--- config.mk ---
export PLATFORM = sky130hd
export DESIGN_NAME = acc_output_reader_flat
export DESIGN_NICKNAME = d
export VERILOG_FILES = /design/src/rtl/acc_io_pkg.sv /design/src/rtl/acc_output_reader_if.sv /design/src/rtl/acc_sync_fifo.sv /design/src/rtl/acc_output_reader.sv /design/src/flat_wrapper.sv
export SDC_FILE = /design/constraint.sdc
export NUM_CORES = 1
export LEC_CHECK = 0
export CORE_MARGIN = 2
export CORE_UTILIZATION = 45
export CTS_CLUSTER_SIZE = 16
export DETAILED_ROUTE_END_ITERATION = 7
export PLACE_DENSITY = 0.71
export SYNTH_ARGS = -nofsm -noshare
export SYNTH_HDL_FRONTEND = slang
export SYNTH_SLANG_ARGS = --single-unit
--- constraint.sdc ---
create_clock -name CLK -period 4.9 [get_ports CLK]
set_input_delay 0.98 -clock CLK [delete_from_list [all_inputs] [get_ports CLK]]
set_output_delay 0.98 -clock CLK [all_outputs]
set_load 0.05 [all_outputs]
--- src/rtl/acc_io_pkg.sv ---
// Shared definitions for the accumulator I/O blocks (output reader and IOIn writer).
package acc_io_pkg;

  // Width of the accumulator Output / IOIn data ports.
  localparam int ACC_WIDTH      = 16;

  // Default capture FIFO depth; must be a power of two and at least 2.
  localparam int ACC_FIFO_DEPTH = 8;

  // Capture mode encodings for the CHANGE_MODE parameter.
  localparam int MODE_STROBE    = 0;  // capture on every acc_out_we pulse
  localparam int MODE_CHANGE    = 1;  // capture whenever acc_out differs from the last sample

  // Occupancy counter width: one bit more than the pointers so full and empty differ.
  function automatic int count_width(input int depth);
    return $clog2(depth) + 1;
  endfunction

endpackage

--- src/rtl/acc_output_reader_if.sv ---
// Bus between the accumulator output side, the reader and the consuming host.
//
// Handshake: rd_valid means rd_data holds the FIFO head. A word is transferred
// at a rising CLK edge where rd_valid && rd_ready are both 1. rd_ready may be
// asserted at any time, and it is ignored while rd_valid=0. rd_data does not
// change while rd_valid=1 and rd_ready=0.
interface acc_output_reader_if
  import acc_io_pkg::*;
#(
  parameter int WIDTH = ACC_WIDTH,
  parameter int DEPTH = ACC_FIFO_DEPTH
);

  // Accumulator side
  logic [WIDTH-1:0]          acc_out;
  logic                      acc_out_we;

  // Consumer side
  logic [WIDTH-1:0]          rd_data;
  logic                      rd_valid;
  logic                      rd_ready;

  // Status / control
  logic [count_width(DEPTH)-1:0] count;
  logic                      overflow;
  logic                      clr_ovf;

  // Host or bench: drives the accumulator output and consumes the FIFO.
  modport master (
    output acc_out, acc_out_we, rd_ready, clr_ovf,
    input  rd_data, rd_valid, count, overflow
  );

  // Reader block.
  modport slave (
    input  acc_out, acc_out_we, rd_ready, clr_ovf,
    output rd_data, rd_valid, count, overflow
  );

endinterface

--- src/rtl/acc_sync_fifo.sv ---
// Single-clock FIFO with a combinational head read and an occupancy counter.
// A push into a full FIFO is accepted only when a pop happens in the same cycle.
module acc_sync_fifo
  import acc_io_pkg::*;
#(
  parameter int WIDTH = ACC_WIDTH,
  parameter int DEPTH = ACC_FIFO_DEPTH
) (
  input  logic                          CLK,
  input  logic                          reset,
  input  logic                          push,
  input  logic                          pop,
  input  logic [WIDTH-1:0]              din,
  output logic [WIDTH-1:0]              dout,
  output logic                          empty,
  output logic                          full,
  output logic [count_width(DEPTH)-1:0] count
);

  localparam int AW = $clog2(DEPTH);
  localparam logic [AW:0] DEPTH_CNT = (AW+1)'(DEPTH);

  logic [WIDTH-1:0] mem [DEPTH];
  logic [AW-1:0]    wr_ptr;
  logic [AW-1:0]    rd_ptr;
  logic [AW:0]      cnt;
  logic             do_push;
  logic             do_pop;

  // Qualify requests: pop only when something is stored, push only when a slot is or becomes free.
  always_comb begin
    do_pop  = pop && (cnt != '0);
    do_push = push && ((cnt != DEPTH_CNT) || do_pop);
  end

  // Storage; cleared on reset so the head reads 0 after reset.
  always_ff @(posedge CLK or negedge reset) begin
    if (!reset) begin
      for (int i = 0; i < DEPTH; i++) begin
        mem[i] <= '0;
      end
    end else if (do_push) begin
      mem[wr_ptr] <= din;
    end
  end

  // Pointers wrap naturally modulo DEPTH; the counter tracks occupancy 0..DEPTH.
  always_ff @(posedge CLK or negedge reset) begin
    if (!reset) begin
      wr_ptr <= '0;
      rd_ptr <= '0;
      cnt    <= '0;
    end else begin
      if (do_push) begin
        wr_ptr <= wr_ptr + 1'b1;
      end
      if (do_pop) begin
        rd_ptr <= rd_ptr + 1'b1;
      end
      case ({do_push, do_pop})
        2'b10:   cnt <= cnt + 1'b1;
        2'b01:   cnt <= cnt - 1'b1;
        default: cnt <= cnt;
      endcase
    end
  end

  // Head read and status flags.
  always_comb begin
    dout  = mem[rd_ptr];
    empty = (cnt == '0);
    full  = (cnt == DEPTH_CNT);
    count = cnt;
  end

endmodule

--- src/rtl/acc_output_reader.sv ---
// Captures each new accumulator Output value into a FIFO and drains it to a
// consumer over a valid/ready handshake. Drops are recorded in a sticky flag.
module acc_output_reader
  import acc_io_pkg::*;
#(
  parameter int WIDTH       = ACC_WIDTH,
  parameter int DEPTH       = ACC_FIFO_DEPTH,
  parameter int CHANGE_MODE = MODE_CHANGE
) (
  input  logic               CLK,
  input  logic               reset,
  acc_output_reader_if.slave bus
);

  logic [WIDTH-1:0]              prev;
  logic                          overflow_q;
  logic                          evt;
  logic                          pop_ok;
  logic                          push_ok;
  logic                          drop;
  logic [WIDTH-1:0]              fifo_dout;
  logic                          fifo_empty;
  logic                          fifo_full;
  logic [count_width(DEPTH)-1:0] fifo_count;

  // Event detection and push/pop/drop decisions for this cycle.
  always_comb begin
    if (CHANGE_MODE == MODE_CHANGE) begin
      evt = (bus.acc_out != prev);
    end else begin
      evt = bus.acc_out_we;
    end
    pop_ok  = !fifo_empty && bus.rd_ready;
    // A pop in the same cycle frees a slot, so a full FIFO still accepts the push.
    push_ok = evt && (!fifo_full || pop_ok);
    drop    = evt && fifo_full && !pop_ok;
  end

  // Last sampled accumulator value; updated every cycle, so a dropped value is not retried.
  always_ff @(posedge CLK or negedge reset) begin
    if (!reset) begin
      prev <= '0;
    end else begin
      prev <= bus.acc_out;
    end
  end

  // Sticky overflow: a drop in the same cycle as clr_ovf keeps the flag set.
  always_ff @(posedge CLK or negedge reset) begin
    if (!reset) begin
      overflow_q <= 1'b0;
    end else if (drop) begin
      overflow_q <= 1'b1;
    end else if (bus.clr_ovf) begin
      overflow_q <= 1'b0;
    end
  end

  acc_sync_fifo #(
    .WIDTH (WIDTH),
    .DEPTH (DEPTH)
  ) u_fifo (
    .CLK   (CLK),
    .reset (reset),
    .push  (push_ok),
    .pop   (pop_ok),
    .din   (bus.acc_out),
    .dout  (fifo_dout),
    .empty (fifo_empty),
    .full  (fifo_full),
    .count (fifo_count)
  );

  // Consumer-facing outputs.
  always_comb begin
    bus.rd_data  = fifo_dout;
    bus.rd_valid = !fifo_empty;
    bus.count    = fifo_count;
    bus.overflow = overflow_q;
  end

endmodule

--- src/flat_wrapper.sv ---
// flat-port wrapper written by rule: the top's interface ports become plain ports
module acc_output_reader_flat import acc_io_pkg::*;
#(
  parameter int WIDTH       = ACC_WIDTH,
  parameter int DEPTH       = ACC_FIFO_DEPTH,
  parameter int CHANGE_MODE = MODE_CHANGE
)
  (CLK, reset, bus_acc_out, bus_acc_out_we, bus_rd_ready, bus_clr_ovf, bus_rd_data, bus_rd_valid, bus_count, bus_overflow);
  acc_output_reader_if #(.WIDTH(WIDTH), .DEPTH(DEPTH)) bus_i ();
  input  logic CLK;
  input  logic reset;
  input wire logic [$bits(bus_i.acc_out)-1:0] bus_acc_out;
  input wire logic [$bits(bus_i.acc_out_we)-1:0] bus_acc_out_we;
  input wire logic [$bits(bus_i.rd_ready)-1:0] bus_rd_ready;
  input wire logic [$bits(bus_i.clr_ovf)-1:0] bus_clr_ovf;
  output wire logic [$bits(bus_i.rd_data)-1:0] bus_rd_data;
  output wire logic [$bits(bus_i.rd_valid)-1:0] bus_rd_valid;
  output wire logic [$bits(bus_i.count)-1:0] bus_count;
  output wire logic [$bits(bus_i.overflow)-1:0] bus_overflow;
  assign bus_i.acc_out = bus_acc_out;
  assign bus_i.acc_out_we = bus_acc_out_we;
  assign bus_i.rd_ready = bus_rd_ready;
  assign bus_i.clr_ovf = bus_clr_ovf;
  assign bus_rd_data = bus_i.rd_data;
  assign bus_rd_valid = bus_i.rd_valid;
  assign bus_count = bus_i.count;
  assign bus_overflow = bus_i.overflow;
  acc_output_reader #(.WIDTH(WIDTH), .DEPTH(DEPTH), .CHANGE_MODE(CHANGE_MODE)) u_core (.CLK(CLK), .reset(reset), .bus(bus_i));
endmodule
==> impl_metrics.tcl <==
set metrics [dict create \
    grt.total_usage_pct 17.3 \
    crit_path_cell_trace "buf_4, mux4_2, mux2_2, clkdlybuf4s50_1" \
    grt_max_degree 107 \
    path_clk_slew_ps 60 \
    fp.dieH_um 131 \
    min-delay-start "u_core.u_fifo.mem[66]$_DFFE_PN0P_" \
    ctsHoldBuffers 0 \
    synthFlopType "dfrtp_1" \
    dp_hpwl_um 8610 \
    crit_path_max_fanout 15 \
    fmax_ghz 0.253 \
    postSynthAreaPerCell_um2 16.4 \
    seqPwrFrac_pct 33.4 \
    seq_area_frac_synth_pct 53.1 \
    antenna_found_initial 0 \
    vias_per_cell 5.36 \
    cts_resized 0 \
    outcome "complete, no violations" \
    skew_ps 5.35 \
    max-clock-path-buffers 2 \
    final-setup-viol-count 0 \
    min_period_over_period_pct 80.8 \
    initial_core_util_pct 46.0 \
    instances_no_fill 707 \
    timing.rr.start "u_core.prev[2]$_DFF_PN0_" \
    synthesis.nets 471 \
    antenna_left 0 \
    fin_util_pct 52.9 \
    critPathCaptureType "output port" \
    max_cap_viol_count 0 \
    wire_per_inst_um 19.8 \
    numCtsBuffers 17 \
    async_flop_share_pct 100 \
    cp-start-kind "flop" \
    clock-sinks 155 \
    syn2layout_area_growth_pct 15.1 \
    arrival_ps 2980 \
    io_pins 43 \
    drt-total-wl_um 14000 \
    drive_gt1_share_pct 48.1 \
    cp-startpoint "u_core.u_fifo.rd_ptr[1]$_DFFE_PN0P_" \
    cts_max_level 4 \
    leakagePower_nw 3.53 \
    setup_ws_ps 940 \
    relSlewSlack_pct 30.2 \
    critPathKind "reg2out" \
    pwr-share-comb_pct 47.4 \
    whs_ps 499 \
    die_area_mm2 0.0173 \
    grt_pass1_vias 4124 \
    n_antenna_cell 0 \
    switching_power_w 0.00251 \
    synth_cells 445 \
    required_ps 3920 \
    finalMaxSlewViolations 0 \
    final_nets 504 \
    cts_tree "built" \
    ys_ff_latch 155 \
    core_mm2 0.0159 \
    p_sw_share_pct 35.9 \
    critPathSlowestCell "dfrtp_1" \
    critPathTopFamily "buffers and inverters" \
    pwr-share-clk_pct 19.2 \
    p_per_area_mw_per_mm2 831 \
    synth_edf_count 0 \
    yosys.cell_types.count 38 \
    vdd_drop_max_v 0.000494 \
    fin_crit_ps 3960 \
    dr.first_iter.drc_count 169 \
    post_cts_buffers 0 \
    insertion_delay_ps 420 \
    ys_warn_count 0 \
    die_x_um 131 \
    min_path_type "reg2reg" \
    worst_pin_slew_ps 1050 \
    max_stage_delay_ps 840 \
    gr-total-overflow 0 \
    num_rows 46 \
    p_int_w 0.00448 \
    io_buffers 41 \
    grt_pass1_wl_um 22800 \
    pre_cts_slack_ps 791 \
    critPathBufInv 2 \
    rsz0062_at_grt "false" \
    dr.pass1.iters 4 \
    hold_violations 0 \
    final.setup.tns_ps 0 \
    vias 3792 \
    synth_top_area_share_pct 53.1 \
    gp_congestion 0.719 \
    placedCellCount 675 \
    post-route-drc-count 0 \
    num-fill-cells 1316 \
    synth_area_leader_cell "dfrtp_1" \
    clockRootBuffer "clkbuf_16" \
    yosys-top-cells-area "dfrtp_1 53%, mux2_2 16%, mux4_2 9.9%" \
    synth_area_mm2 0.00730 \
]
-- worst paths after layout --
path                                                      end  slack, ps  depth (start not counted)
max reg2reg                u_core.u_fifo.count[3]$_DFFE_PN0P_       2080                         10
min reg2reg                 u_core.u_fifo.mem[66]$_DFFE_PN0P_        500                          1
min in group asynchronous   u_core.u_fifo.mem[46]$_DFFE_PN0P_        680                          1
min                         u_core.u_fifo.mem[66]$_DFFE_PN0P_        500                          1
max                                           bus_rd_data[15]        940                          4
max in group asynchronous   u_core.u_fifo.mem[87]$_DFFE_PN0P_       3270                          2
-- metal layers --
| metal | GRT usage [%] | share of wire [%] | up-vias |
|---|---|---|---|
| met1 | 23.4 | 45 | 2047 |
| met4 | 4.83 | 0.61 | 0 |
| met2 | 27.8 | 51 | 54 |
| met3 | 4.48 | 3.1 | 8 |
| met5 | 0 | 0 | - |
| li1 | - | - | 1683 |
-- through the flow --
step,total power (W),area [um^2]
floorplan,0.00485,7300
global placement,0.00557,7790
detailed placement,0.00569,7790
CTS,0.00706,8400
global route,0.00733,8400
finish,0.00699,8400
-- registers in the layout (all words and copies together) (netlist names) --
name	cells
u_core.bus.overflow	1
u_core.u_fifo.mem	128
u_core.u_fifo.count	4
u_core.u_fifo.wr_ptr	3
u_core.prev	16
u_core.u_fifo.rd_ptr	3
-- cell usage in the layout (no fill, tap or decap), types with 4 or more instances in the layout --
master,n
buf_4,13
clkbuf_16,17
clkdlybuf4s50_1,40
clkinvlp_4,4
dfrtp_1,154
ha_1,5
mux2_2,106
mux2_4,40
mux4_2,32
nand2_1,5
nand4_1,4
nor2_1,5
xnor2_1,20
xor2_1,4
-- kinds of logic (layout without fill, tap and decap cells) --
group	Yosys count	in the layout	synth area share, %
xor+xnor	24	24	2.88
buf+inv	43	89	4.40
mux	180	180	34.7
simple gates	32	32	3.51
flops	155	155	53.1
fa+ha+maj	5	5	0.857
compound gates	6	6	0.497
-- final cells by class --
| type | count | area [um^2] | area share (%) |
|---|---|---|---|
| clock inverters | 14 | 170 | 2.02 |
| flip-flops and latches | 155 | 3880 | 46.2 |
| repair buffers | 55 | 529 | 6.30 |
| well taps | 216 | 270 | 3.22 |
| inverters | 2 | 7.51 | 0.0893 |
| clock buffers | 18 | 439 | 5.23 |
| multi-input cells | 247 | 3110 | 37.0 |
-- power by group through the flow --
stage	sequential, W	clock [W]	combinational, W
4_1_cts	0.00233	0.00137	0.00336
3_3_place_gp	0.00229	0	0.00328
5_1_grt	0.00241	0.00143	0.00350
3_5_place_dp	0.00235	0	0.00334
2_1_floorplan	0.00219	0	0.00266
6_report	0.00233	0.00134	0.00331
-- synth_stat cells, types with 2 or more instances --
cell,instances
a21oi_1,2
buf_1,2
buf_2,7
buf_4,16
buf_6,7
buf_8,2
clkbuf_1,6
dfrtp_1,155
ha_1,5
inv_1,2
mux2_2,106
mux2_4,40
mux4_2,32
nand2_1,5
nand2b_1,2
nand3_1,2
nand4_1,4
nor2_1,5
nor4_4,2
o31ai_1,2
or4b_4,2
xnor2_1,20
xor2_1,4
Note: power is estimated with default switching activity, not from simulation.
